$ cat config.mk
export PLATFORM = sky130hd
export DESIGN_NAME = tdc_phase_decoder
export DESIGN_NICKNAME = d
export VERILOG_FILES = /design/src/rtl/adpll_pkg.sv /design/src/rtl/tdc_therm_count.sv /design/src/rtl/tdc_phase_decoder.sv
export SDC_FILE = /design/constraint.sdc
export NUM_CORES = 1
export LEC_CHECK = 0
export ABC_CLOCK_PERIOD_IN_PS = 11500
export BUFFER_PORTS_ARGS = -buffer_cell sky130_fd_sc_hd__buf_2
export CAP_MARGIN = 10
export CORE_MARGIN = 8
export CORE_UTILIZATION = 40
export CTS_CLUSTER_SIZE = 14
export DETAILED_ROUTE_END_ITERATION = 8
export SETUP_SLACK_MARGIN = 0.05
export SLEW_MARGIN = 20
export SYNTH_ARGS = -nofsm -noshare
export SYNTH_HDL_FRONTEND = slang
export SYNTH_HIERARCHICAL = 1
export SYNTH_SLANG_ARGS = --single-unit
$ cat constraint.sdc
create_clock -name ref_clk -period 11.5 [get_ports ref_clk]
set_clock_uncertainty 0.05 [all_clocks]
set_input_delay 1.15 -clock ref_clk [delete_from_list [all_inputs] [get_ports ref_clk]]
set_output_delay 1.15 -clock ref_clk [all_outputs]
set_load 0.01 [all_outputs]
$ cat src/rtl/adpll_pkg.sv
// Shared ADPLL definitions: TDC sequencer state encoding and datapath widths.
package adpll_pkg;

  localparam int TDC_COARSE_W = 5;
  localparam int TDC_FINE_W   = 8;
  localparam int PHASE_ERR_W  = 10;

  typedef enum logic [2:0] {
    IDLE,
    WAIT,
    CAPTURE,
    EMIT,
    RELEASE
  } state_t;

endpackage

$ cat src/rtl/tdc_therm_count.sv
// Fine-code converter: counts tripped stages (zeros) in the active-low thermometer code.
module tdc_therm_count
  import adpll_pkg::*;
#(
  parameter int W = TDC_FINE_W
) (
  input  logic [W-1:0]             trip_b,
  output logic [$clog2(W+1)-1:0]   fine
);

  localparam int CW = $clog2(W + 1);

  // Plain popcount, so bubbles in the thermometer code still yield a stage count.
  always_comb begin
    fine = '0;
    for (int i = 0; i < W; i++) begin
      fine = fine + CW'(~trip_b[i]);
    end
  end

endmodule

$ cat src/rtl/tdc_phase_decoder.sv
// TDC sequencer/decoder: arms the TDC, captures a conversion and emits a signed phase error.
// Optional lock detector compiled in with `define TDC_LOCK_DETECT_EN.
module tdc_phase_decoder
  import adpll_pkg::*;
#(
  parameter int TIMEOUT     = 64,
  parameter int LOCK_THRESH = 2,
  parameter int LOCK_COUNT  = 16
) (
  input  logic                     ref_clk,
  input  logic                     reset,
  input  logic                     en,
  input  logic                     fine_done_pre,
  input  logic                     early,
  input  logic [TDC_COARSE_W-1:0]  counter_rise,
  input  logic [TDC_COARSE_W-1:0]  counter_fall,
  input  logic [TDC_FINE_W-1:0]    trip_b,
  output logic                     enable_PFD_TDC,
  output logic [PHASE_ERR_W-1:0]   phase_err,
  output logic                     phase_valid,
  output logic                     tdc_err,
  output logic                     timeout,
  output logic                     locked,
  output state_t                   dbg_state
);

  localparam int CNT_W  = (TIMEOUT > 2) ? $clog2(TIMEOUT) : 1;
  localparam int FINE_W = $clog2(TDC_FINE_W + 1);
  localparam int MAG_W  = PHASE_ERR_W - 1;

  state_t                  state, state_nx;
  logic                    sync1, sync2, sync3;
  logic                    done_edge;
  logic [CNT_W-1:0]        wait_cnt;
  logic                    wait_expired;
  logic                    early_q;
  logic [TDC_COARSE_W-1:0] rise_q, fall_q;
  logic [TDC_FINE_W-1:0]   trip_q;
  logic                    bad_q;
  logic [FINE_W-1:0]       fine;
  logic [MAG_W-1:0]        mag;
  logic                    sample_bad;
  logic [PHASE_ERR_W-1:0]  phase_calc;

  assign dbg_state = state;

  // sync3 only serves edge detection, so a level still high on re-entry to WAIT never retriggers.
  always_ff @(posedge ref_clk) begin
    if (reset) begin
      sync1 <= 1'b0;
      sync2 <= 1'b0;
      sync3 <= 1'b0;
    end else begin
      sync1 <= fine_done_pre;
      sync2 <= sync1;
      sync3 <= sync2;
    end
  end

  assign done_edge    = sync2 & ~sync3;
  assign wait_expired = (wait_cnt == CNT_W'(TIMEOUT - 1));

  always_ff @(posedge ref_clk) begin
    if (reset) state <= IDLE;
    else       state <= state_nx;
  end

  // phase_valid and tdc_err are valid-only strobes (no ready): the loop filter must
  // take phase_err in the strobe cycle; phase_err holds its value between strobes.
  always_comb begin
    state_nx       = state;
    enable_PFD_TDC = 1'b0;
    phase_valid    = 1'b0;
    tdc_err        = 1'b0;
    timeout        = 1'b0;
    case (state)
      IDLE:    if (en) state_nx = WAIT;
      WAIT: begin
        enable_PFD_TDC = 1'b1;
        if (done_edge) begin
          state_nx = CAPTURE;
        end else if (wait_expired) begin
          timeout  = 1'b1;
          state_nx = RELEASE;
        end
      end
      CAPTURE: state_nx = EMIT;
      EMIT: begin
        phase_valid = ~bad_q;
        tdc_err     = bad_q;
        state_nx    = RELEASE;
      end
      RELEASE: state_nx = WAIT;
      default: state_nx = IDLE;
    endcase
    if (!en) begin
      state_nx    = IDLE;
      phase_valid = 1'b0;
      tdc_err     = 1'b0;
      timeout     = 1'b0;
    end
  end

  always_ff @(posedge ref_clk) begin
    if (reset || state != WAIT) wait_cnt <= '0;
    else                        wait_cnt <= wait_cnt + 1'b1;
  end

  // TDC data is stable around done, so it is captured without synchronization.
  always_ff @(posedge ref_clk) begin
    if (reset) begin
      early_q <= 1'b0;
      rise_q  <= '0;
      fall_q  <= '0;
      trip_q  <= '0;
    end else if (state == WAIT && done_edge) begin
      early_q <= early;
      rise_q  <= counter_rise;
      fall_q  <= counter_fall;
      trip_q  <= trip_b;
    end
  end

  tdc_therm_count #(.W(TDC_FINE_W)) u_therm_count (
    .trip_b (trip_q),
    .fine   (fine)
  );

  assign mag        = MAG_W'({rise_q, 3'b000}) + MAG_W'(fine);
  assign phase_calc = early_q ? {1'b0, mag} : -{1'b0, mag};
  assign sample_bad = ({1'b0, rise_q} > {1'b0, fall_q} + 6'd1) ||
                      ({1'b0, fall_q} > {1'b0, rise_q} + 6'd1);

  always_ff @(posedge ref_clk) begin
    if (reset) begin
      phase_err <= '0;
      bad_q     <= 1'b0;
    end else if (state == CAPTURE) begin
      bad_q <= sample_bad;
      if (en && !sample_bad) phase_err <= phase_calc;
    end
  end

`ifdef TDC_LOCK_DETECT_EN
  localparam int LOCK_W = $clog2(LOCK_COUNT + 1);

  logic [LOCK_W-1:0] lock_cnt;
  logic              sample_in_lock;

  assign sample_in_lock = (mag <= MAG_W'(LOCK_THRESH));

  // Updated on the edge that raises the strobe, so locked tracks the emitted sample.
  always_ff @(posedge ref_clk) begin
    if (reset || !en || timeout) begin
      lock_cnt <= '0;
      locked   <= 1'b0;
    end else if (state == CAPTURE) begin
      if (sample_bad || !sample_in_lock) begin
        lock_cnt <= '0;
        locked   <= 1'b0;
      end else if (lock_cnt != LOCK_W'(LOCK_COUNT)) begin
        lock_cnt <= lock_cnt + 1'b1;
        locked   <= (lock_cnt == LOCK_W'(LOCK_COUNT - 1));
      end
    end
  end
`else
  // Lock thresholds only matter when the detector is built; locked reads constant 0.
  assign locked = (LOCK_COUNT < 0) && (LOCK_THRESH < 0);
`endif

endmodule

### Word level (Yosys, flattened, before mapping)

Cells that the tools add are included.

* reduce and logical (&&, ||, !) cells: 9
* bitwise gates (word level): 12
* multiplexer cells: 13
* $add $sub $neg: 12
* order comparisons: 2
* eq/ne operators: 7

Operators by type and width (number)
* 1-bit NOT with 4-bit output: 8
* 4-bit adder: 7
* 5-bit by 1-bit adder with 6-bit output, second input constant: 2
* 5-bit by 6-bit greater-than comparator with 1-bit output: 2
* 3-bit one-hot mux with 4 select lines: 1
* 10-bit 2-to-1 mux: 1
* 9-bit negator with 10-bit output: 1
* 8-bit by 4-bit adder with 9-bit output: 1
* 1-bit 2-to-1 mux: 9
* 6-bit by 1-bit adder with 6-bit output, second input constant: 1
* 3-bit by 2-bit equality test with 1-bit output, second input constant: 2
* 6-bit equality test, second input constant: 1
* 3-bit 2-to-1 mux: 2
* 2-bit OR reduction: 2
* 3-bit by 1-bit equality test with 1-bit output, second input constant: 1
* 3-bit equality test, second input constant: 1
* 3-bit logical NOT: 1
* 3-bit by 1-bit != test with 1-bit output, second input constant: 1
* 3-bit != test, second input constant: 1
* 1-bit NOT: 3
* 1-bit logical AND: 2
* 1-bit logical OR: 2
* 2-bit AND reduction: 1
* 1-bit bitwise AND: 1
* 1-bit logical NOT: 1

* word-level logic and storage cells: 66
* flip-flop bits (word level): 42
* bits of input ports: 23

### Longest topological paths before layout

Gate-level depths: netlist (run 1).

* word-level depth: 11
* depth in mapped cells: 14
* depth with buffers taken out: 14

### By module

The synthesis (run 1) kept the hierarchy.

Modules (own cells, without submodules)
* tdc_phase_decoder: area each 2260.9 µm², instances 1, cells an instance 271
* tdc_therm_count: area each 178.9 µm², instances 1, cells an instance 21

### Worst setup path after synthesis (run 1)

No wires, ideal clock.

* kind: register to register
* from: register trip_q[0]
* to: register phase_err[8]
* setup slack: 7.735 ns
* stages on the path, launching flop included: 15
* buffers on the path: 0
* clock period less this slack: 3.765 ns
* arrival: 3.627 ns
* library setup time: 0.088 ns
* data required time: 11.362 ns
* cells stage by stage: dfxtp_1 > fa_1 > inv_1 > fa_1 > fa_1 > ha_1 > a21oi_1 > nor2b_1 > ha_1 > ha_1 > nor3_1 > and3_1 > nand2_1 > a22o_1 > o32ai_2

* longest elaborated chain between the ends: 11

Ends and longest elaborated chain
* from (decl): RTL line tdc_phase_decoder.sv:38 `logic [TDC_FINE_W-1:0] trip_q;`
* from (signal assigned): RTL line tdc_phase_decoder.sv:120 `trip_q <= trip_b;`
* 1-bit NOT with 4-bit output (*): RTL line tdc_therm_count.sv:17 `fine = fine + CW'(~trip_b[i]);`
* 4-bit adder (*) (7 in a row): RTL line tdc_therm_count.sv:17
* net fine[3]: RTL line tdc_phase_decoder.sv:40 `logic [FINE_W-1:0] fine;`
* 8-bit by 4-bit adder with 9-bit output (*): RTL line tdc_phase_decoder.sv:129 `assign mag = MAG_W'({rise_q, 3'b000}) + MAG_W'(fine);`
* 9-bit negator with 10-bit output: RTL line tdc_phase_decoder.sv:130 `assign phase_calc = early_q ? {1'b0, mag} : -{1'b0, mag};`
* 10-bit 2-to-1 mux (*): RTL line tdc_phase_decoder.sv:130
* to (signal assigned): RTL line tdc_phase_decoder.sv:140 `if (en && !sample_bad) phase_err <= phase_calc;`
* to (decl): RTL line tdc_phase_decoder.sv:19 `output logic [PHASE_ERR_W-1:0] phase_err,`

Mark *: on every way through the listed nets, which the timed path passes. The rest lies on a longest branch.
A chain may end at the register's enable or synchronous reset.

### Worst setup path after layout (run 1)

Same ends and word-level chain as after synthesis.

==> metrics, run 1 <==
Buffers on Ports=39; Final period util=34.74%; worst rel slew slack=47.52%; GRT overflow=0; Req. time, crit path=11.66 ns; Buffers & Inverters on Critical Path=1; Critical Path AT=4.15 ns; Peak VDD IR=0.05979 mV; Synth Flop Type=dfxtp_1; Core Util, Final=46.18%; CTS tree=built; core area=5921 um^2; cell taking the most area after synthesis=dfxtp_1; number of global-route vias before repair=1916; Least-Margin Pin Slew=0.7812 ns; number of synthesized flops with an enable pin=0; Hold Crit Class=reg2reg; max cap viols=0; leakage=1.053 nW; CTS buffer count=5; clk_lat worst skew=0.28 ns; dpl cells=392; syn nets=337; Async S/R FF share, synth=0%; global-route wire length before repair=8769 um; pin count of the biggest net entering global routing=39; CP max FO=4; critical-path cell list=fa_1, inv_1, fa_1, fa_1, ha_1, a21oi_1, nor2b_1, ha_1, ha_1, nor3_1, and3_1, nand2_1, a22o_1, o32ai_2; Synth top area share=34.46%; most frequent cell after synthesis=nand2_1; Post-DP Area=2658 um^2; share of layout cells above drive strength 1=17.59%; non-filler cells, final=399; fill count=622; vias=1987; Placer Congestion=0.7528; post-route cell area=2734 um^2; ranking of synthesized cells by area=dfxtp_1 (34%), ha_1 (9.2%), nand2_1 (6.8%), a21oi_1 (5.9%), xnor2_1 (4.3%); Post-Synthesis Cells=292; CP Capture Type=flip-flop; # diodes=0; DP Worst Slack=7.509 ns; die width=94.10 um; Worst setup SP type=flip-flop; TNS Setup=0 ns; Max stage delay on crit path=0.53 ns; Final nets=369; outcome=complete, no violations; total stage count of the critical path=14; starting DRC count in detailed routing=86; Final setup viols=0; die area=8855 um^2; Syn Area/Cell=8.356 um^2; routed len/inst=12.83 um; All-Layer GR Usage=12.07%; WS Path Type=reg2reg; FF+latch count, synth=42; power after layout=0.2694 mW; max-slew violation count=0; Root Driver=clkbuf_8; DRT antenna net count=0; CP delay by family, top=adder cells; Hold WS=0.3891 ns; die height=94.10 um; clk sinks=42; initial antenna violation count=0; Post-CTS Setup Inserts=0; Pre-Repair DR Iteration Count=4; Post-route DRC=0; P&R area growth vs syn=12.05%; Synth Warn #=6; top cells by count, synth=nand2_1 (44), dfxtp_1 (42), a21oi_1 (29); hold path depth=1; P per Cell Area=98.53 nW/um^2; post-DP HPWL=3974 um; R2R depth=14; WL final=5121 um; highest-delay cell along the critical path=fa_1; Unique masters post-synth=47; cts hold-fix bufs=0; Final min period=3.995 ns; synthesized area=2440 um^2; initial core utilization=41.21%; fmax=250.3 MHz; Fin. Hold Viols=0; final setup margin=7.505 ns; post-CTS resize count=0; register area share after synthesis=34.46%; unrepaired setup endpoints after global routing=false; # IOs=41; CTS clk-pin slew, worst paths=0.07 ns; num rows=28; via/cell ratio=4.980; Clock Tree Buf Depth=2; H-tree levels=2
## state kept, by name, summed over array words and instances (netlist names), 3 cells and up
register and cells:
phase_err 10, trip_q 8, wait_cnt 6, fall_q 5, rise_q 5, dbg_state 3
## kinds of logic (layout without fill, tap and decap cells)
family	after synthesis	after routing	share of synthesized area, %
and+or+nand+nor	112	112	22.51
AOI/OAI and AO/OA	60	60	16.21
DFF	42	42	34.46
buffers and inverters	33	65	5.846
adders and majority gates	22	22	12.51
xor gates and xnor gates	20	20	7.487
muxes	2	2	0.8205
other	1	1	0.1537
## worst register-to-register path, stage by stage, from the launching register on
cell and delay [ns]:
dfxtp_1 0.33, fa_1 0.53, inv_1 0.05, fa_1 0.44
fa_1 0.40, ha_1 0.29, a21oi_1 0.12, nor2b_1 0.06
ha_1 0.22, ha_1 0.32, nor3_1 0.36, and3_1 0.23
nand2_1 0.06, a22o_1 0.21, o32ai_2 0.24
## metal layers
metal | global-route usage [%] | wire (um) | up-vias | share of wire [%]
met2 | 19.60 | 2379 | 26 | 46
met3 | 3.277 | 184 | 8 | 3.6
met5 | 0 | 0 | - | 0
met4 | 4.359 | 87 | 0 | 1.7
met1 | 14.87 | 2469 | 884 | 48
li1 | - | - | 1069 | -
## path summary, 6_finish.rpt
check                                from            to  slack (ns)
worst min-delay path                sync1         sync2        0.39
worst min register to register      sync1         sync2        0.39
worst max register to register  trip_q[0]  phase_err[8]        7.51
worst max-delay path            trip_q[0]  phase_err[8]        7.51
## layout by cell type (no fill, tap or decap), drive strengths merged, types with 6 or more instances in the layout
master / Yosys / routed
nand2: 45 / 45
dfxtp: 42 / 42
buf: 7 / 39
a21oi: 29 / 29
inv: 19 / 19
ha: 18 / 18
nand3: 15 / 15
nor2: 15 / 15
xnor2: 13 / 13
a31oi: 10 / 10
xor2: 7 / 7
nor2b: 7 / 7
clkbuf: 7 / 7
nor3: 6 / 6
## report_power, final
group	switching [mW]	total [mW]	internal (mW)	leakage [nW]
clock network	0.0453	0.0871	0.0418	0.0383
logic	0.0184	0.0331	0.0147	0.675
registers	0.00197	0.149	0.147	0.339
## layout make-up
class	instances	area (um^2)	share of cell area, %
clock buffers	7	76.32	2.792
inverters	19	71.32	2.609
multi-input cells	217	1456	53.27
flip-flops and latches	42	840.8	30.76
well taps	75	93.84	3.432
repair buffers	39	195.2	7.140
Power figures use the tool's default switching activity.
==> run 2: changes to the inputs <==
--- a/config.mk
+++ b/config.mk
@@ -5,7 +5,7 @@
 export SDC_FILE = /design/constraint.sdc
 export NUM_CORES = 1
 export LEC_CHECK = 0
-export ABC_CLOCK_PERIOD_IN_PS = 11500
+export ABC_CLOCK_PERIOD_IN_PS = 3300
 export BUFFER_PORTS_ARGS = -buffer_cell sky130_fd_sc_hd__buf_2
 export CAP_MARGIN = 10
 export CORE_MARGIN = 8
==> constraint.sdc (replaced) <==
create_clock -name ref_clk -period 3.3 [get_ports ref_clk]
set_clock_uncertainty 0.05 [all_clocks]
set_input_delay 0.33 -clock ref_clk [delete_from_list [all_inputs] [get_ports ref_clk]]
set_output_delay 0.33 -clock ref_clk [all_outputs]
set_load 0.01 [all_outputs]
==> metrics, run 2 (synthesis gave the netlist of run 1 again) <==
Final min period=3.698 ns; critical-path cell list=fa_1, inv_2, fa_1, fa_2, ha_4, a21oi_2, nor2b_1, ha_2, ha_4, nor3_4, and3_4, nand2_2, a22o_1, o32ai_2; non-filler cells, final=414; share of layout cells above drive strength 1=27.43%; area of the multi-input gates=1575 um^2; initial core utilization=41.21%; Fin. Hold Viols=0; via/cell ratio=5.138; Pre-Repair DR Iteration Count=6; WS Path Type=reg2reg; initial antenna violation count=0; R2R depth=14; Worst setup SP type=flip-flop; CP max FO=4; Hold Crit Class=in2reg; clk_lat worst skew=0.29 ns; DRT antenna net count=0; # diodes=0; die width=94.10 um; CP Capture Type=flip-flop; Buffers & Inverters on Critical Path=1; unrepaired setup endpoints after global routing=true; Critical Path Sink=phase_err[8]; All-Layer GR Usage=12.53%; Final setup viols=9; clk sinks=42; Critical Path AT=3.86 ns; commonest non-fill, non-tap cells in the layout=nand2_1 (43), dfxtp_1 (40), buf_2 (39); P&R area growth vs syn=22.36%; outcome=complete, but fails checks; P per Cell Area=340.6 nW/um^2; CTS tree=built; flop2flop setup slack=-0.40 ns; most flop-heavy register=phase_err; reg2reg start=trip_q[7]; hold path start=fine_done_pre; Clock Tree Buf Depth=2; max-slew violation count=0; die area=8855 um^2; max cap viols=0; CTS clk-pin slew, worst paths=0.08 ns; GRT overflow=0; Final nets=383; CTS buffer count=5; Buffers on Ports=39; num rows=28; starting DRC count in detailed routing=77; total stage count of the critical path=14; pin count of the biggest net entering global routing=39; TNS Setup=-2.574 ns; commonest non-fill, non-tap cell in the layout=nand2_1; Final period util=112.1%; H-tree levels=2; Post-route DRC=0; cts hold-fix bufs=0; dpl cells=406; final setup margin=-0.3984 ns; fill count=610; core area=5921 um^2; routed len/inst=12.97 um; Worst R2R End=phase_err[8]; failing checks=negative setup slack; number of global-route vias before repair=2007; WL final=5368 um; global-route wire length before repair=9025 um; Peak VDD IR=0.1798 mV; Max stage delay on crit path=0.58 ns; # IOs=41; die height=94.10 um; Root Driver=clkbuf_8; Least-Margin Pin Slew=0.6682 ns; Req. time, crit path=3.46 ns; leakage=1.147 nW; vias=2127; post-DP HPWL=4123 um; CP delay by family, top=adder cells; max reg flops=10; Register Area=843.3 um^2; CP startpoint=trip_q[7]; fmax=270.4 MHz; largest registers=phase_err: 10 flops, trip_q: 8 flops, wait_cnt: 6 flops; Placer Congestion=0.7660; highest-delay cell along the critical path=fa_2; worst rel slew slack=55.45%
==> run 2: cell types whose count changed in the layout (fill, tap and decap cells not counted), sizes merged <==
cell,previous run,this run
buf,39,53
clkinv,0,1
==> run 2: repair_timing <==
item,4_1_cts,5_1_grt
buffers inserted,0,0
pin swaps,3,16
endpoints found under the setup margin,9,9
gates resized for setup,1,15
==> run 2: power breakdown <==
| part | switching [mW] | internal (mW) | leakage [nW] |
|---|---|---|---|
| registers | 0.00621 | 0.513 | 0.341 |
| clock network | 0.173 | 0.169 | 0.0482 |
| logic | 0.0770 | 0.0784 | 0.758 |
==> run 2: per-layer routing <==
metal | track usage (%) | vias up | wire (um)
met3 | 3.277 | 4 | 213
met2 | 21.47 | 22 | 2643
li1 | - | 1099 | -
met4 | 4.359 | 0 | 41
met5 | 0 | - | 0
met1 | 14.66 | 1002 | 2470
==> run 2: how the worst min path moves through the flow <==
stage / endpoint / slack (ns) / depth (start not counted)
final: sync1 / 0.20 / 2
after global routing: sync1 / 0.19 / 2
after CTS: sync1 / 0.19 / 2
after detailed placement: sync2 / 0.37 / 1
after global placement: sync2 / 0.37 / 1
after floorplan: sync2 / 0.36 / 1
==> run 2: cell type report <==
type	instances	area share, %
tap	75	3.143
inverter	19	2.473
multi-input combinational	217	52.77
clock buffer	7	2.892
timing repair buffer	53	10.31
clock inverter	1	0.1676
sequential	42	28.25
==> run 2: per-stage QoR <==
| step | area (um^2) | setup slack (ns) | power [mW] | util [%] | hold WS (ns) |
|---|---|---|---|---|---|
| after CTS | 2915 | -0.4194 | 1.019 | 49.24 | 0.1869 |
| after detailed placement | 2819 | -0.4100 | 0.6708 | 47.61 | 0.3748 |
| after floorplan | 2496 | -0.2706 | 0.6274 | - | 0.3638 |
| final | 2985 | -0.3984 | 1.017 | 50.42 | 0.1980 |
| after global routing | 2985 | -0.5659 | 1.072 | 50.42 | 0.1944 |
| after global placement | 2819 | -0.3420 | 0.6693 | 47.61 | 0.3701 |
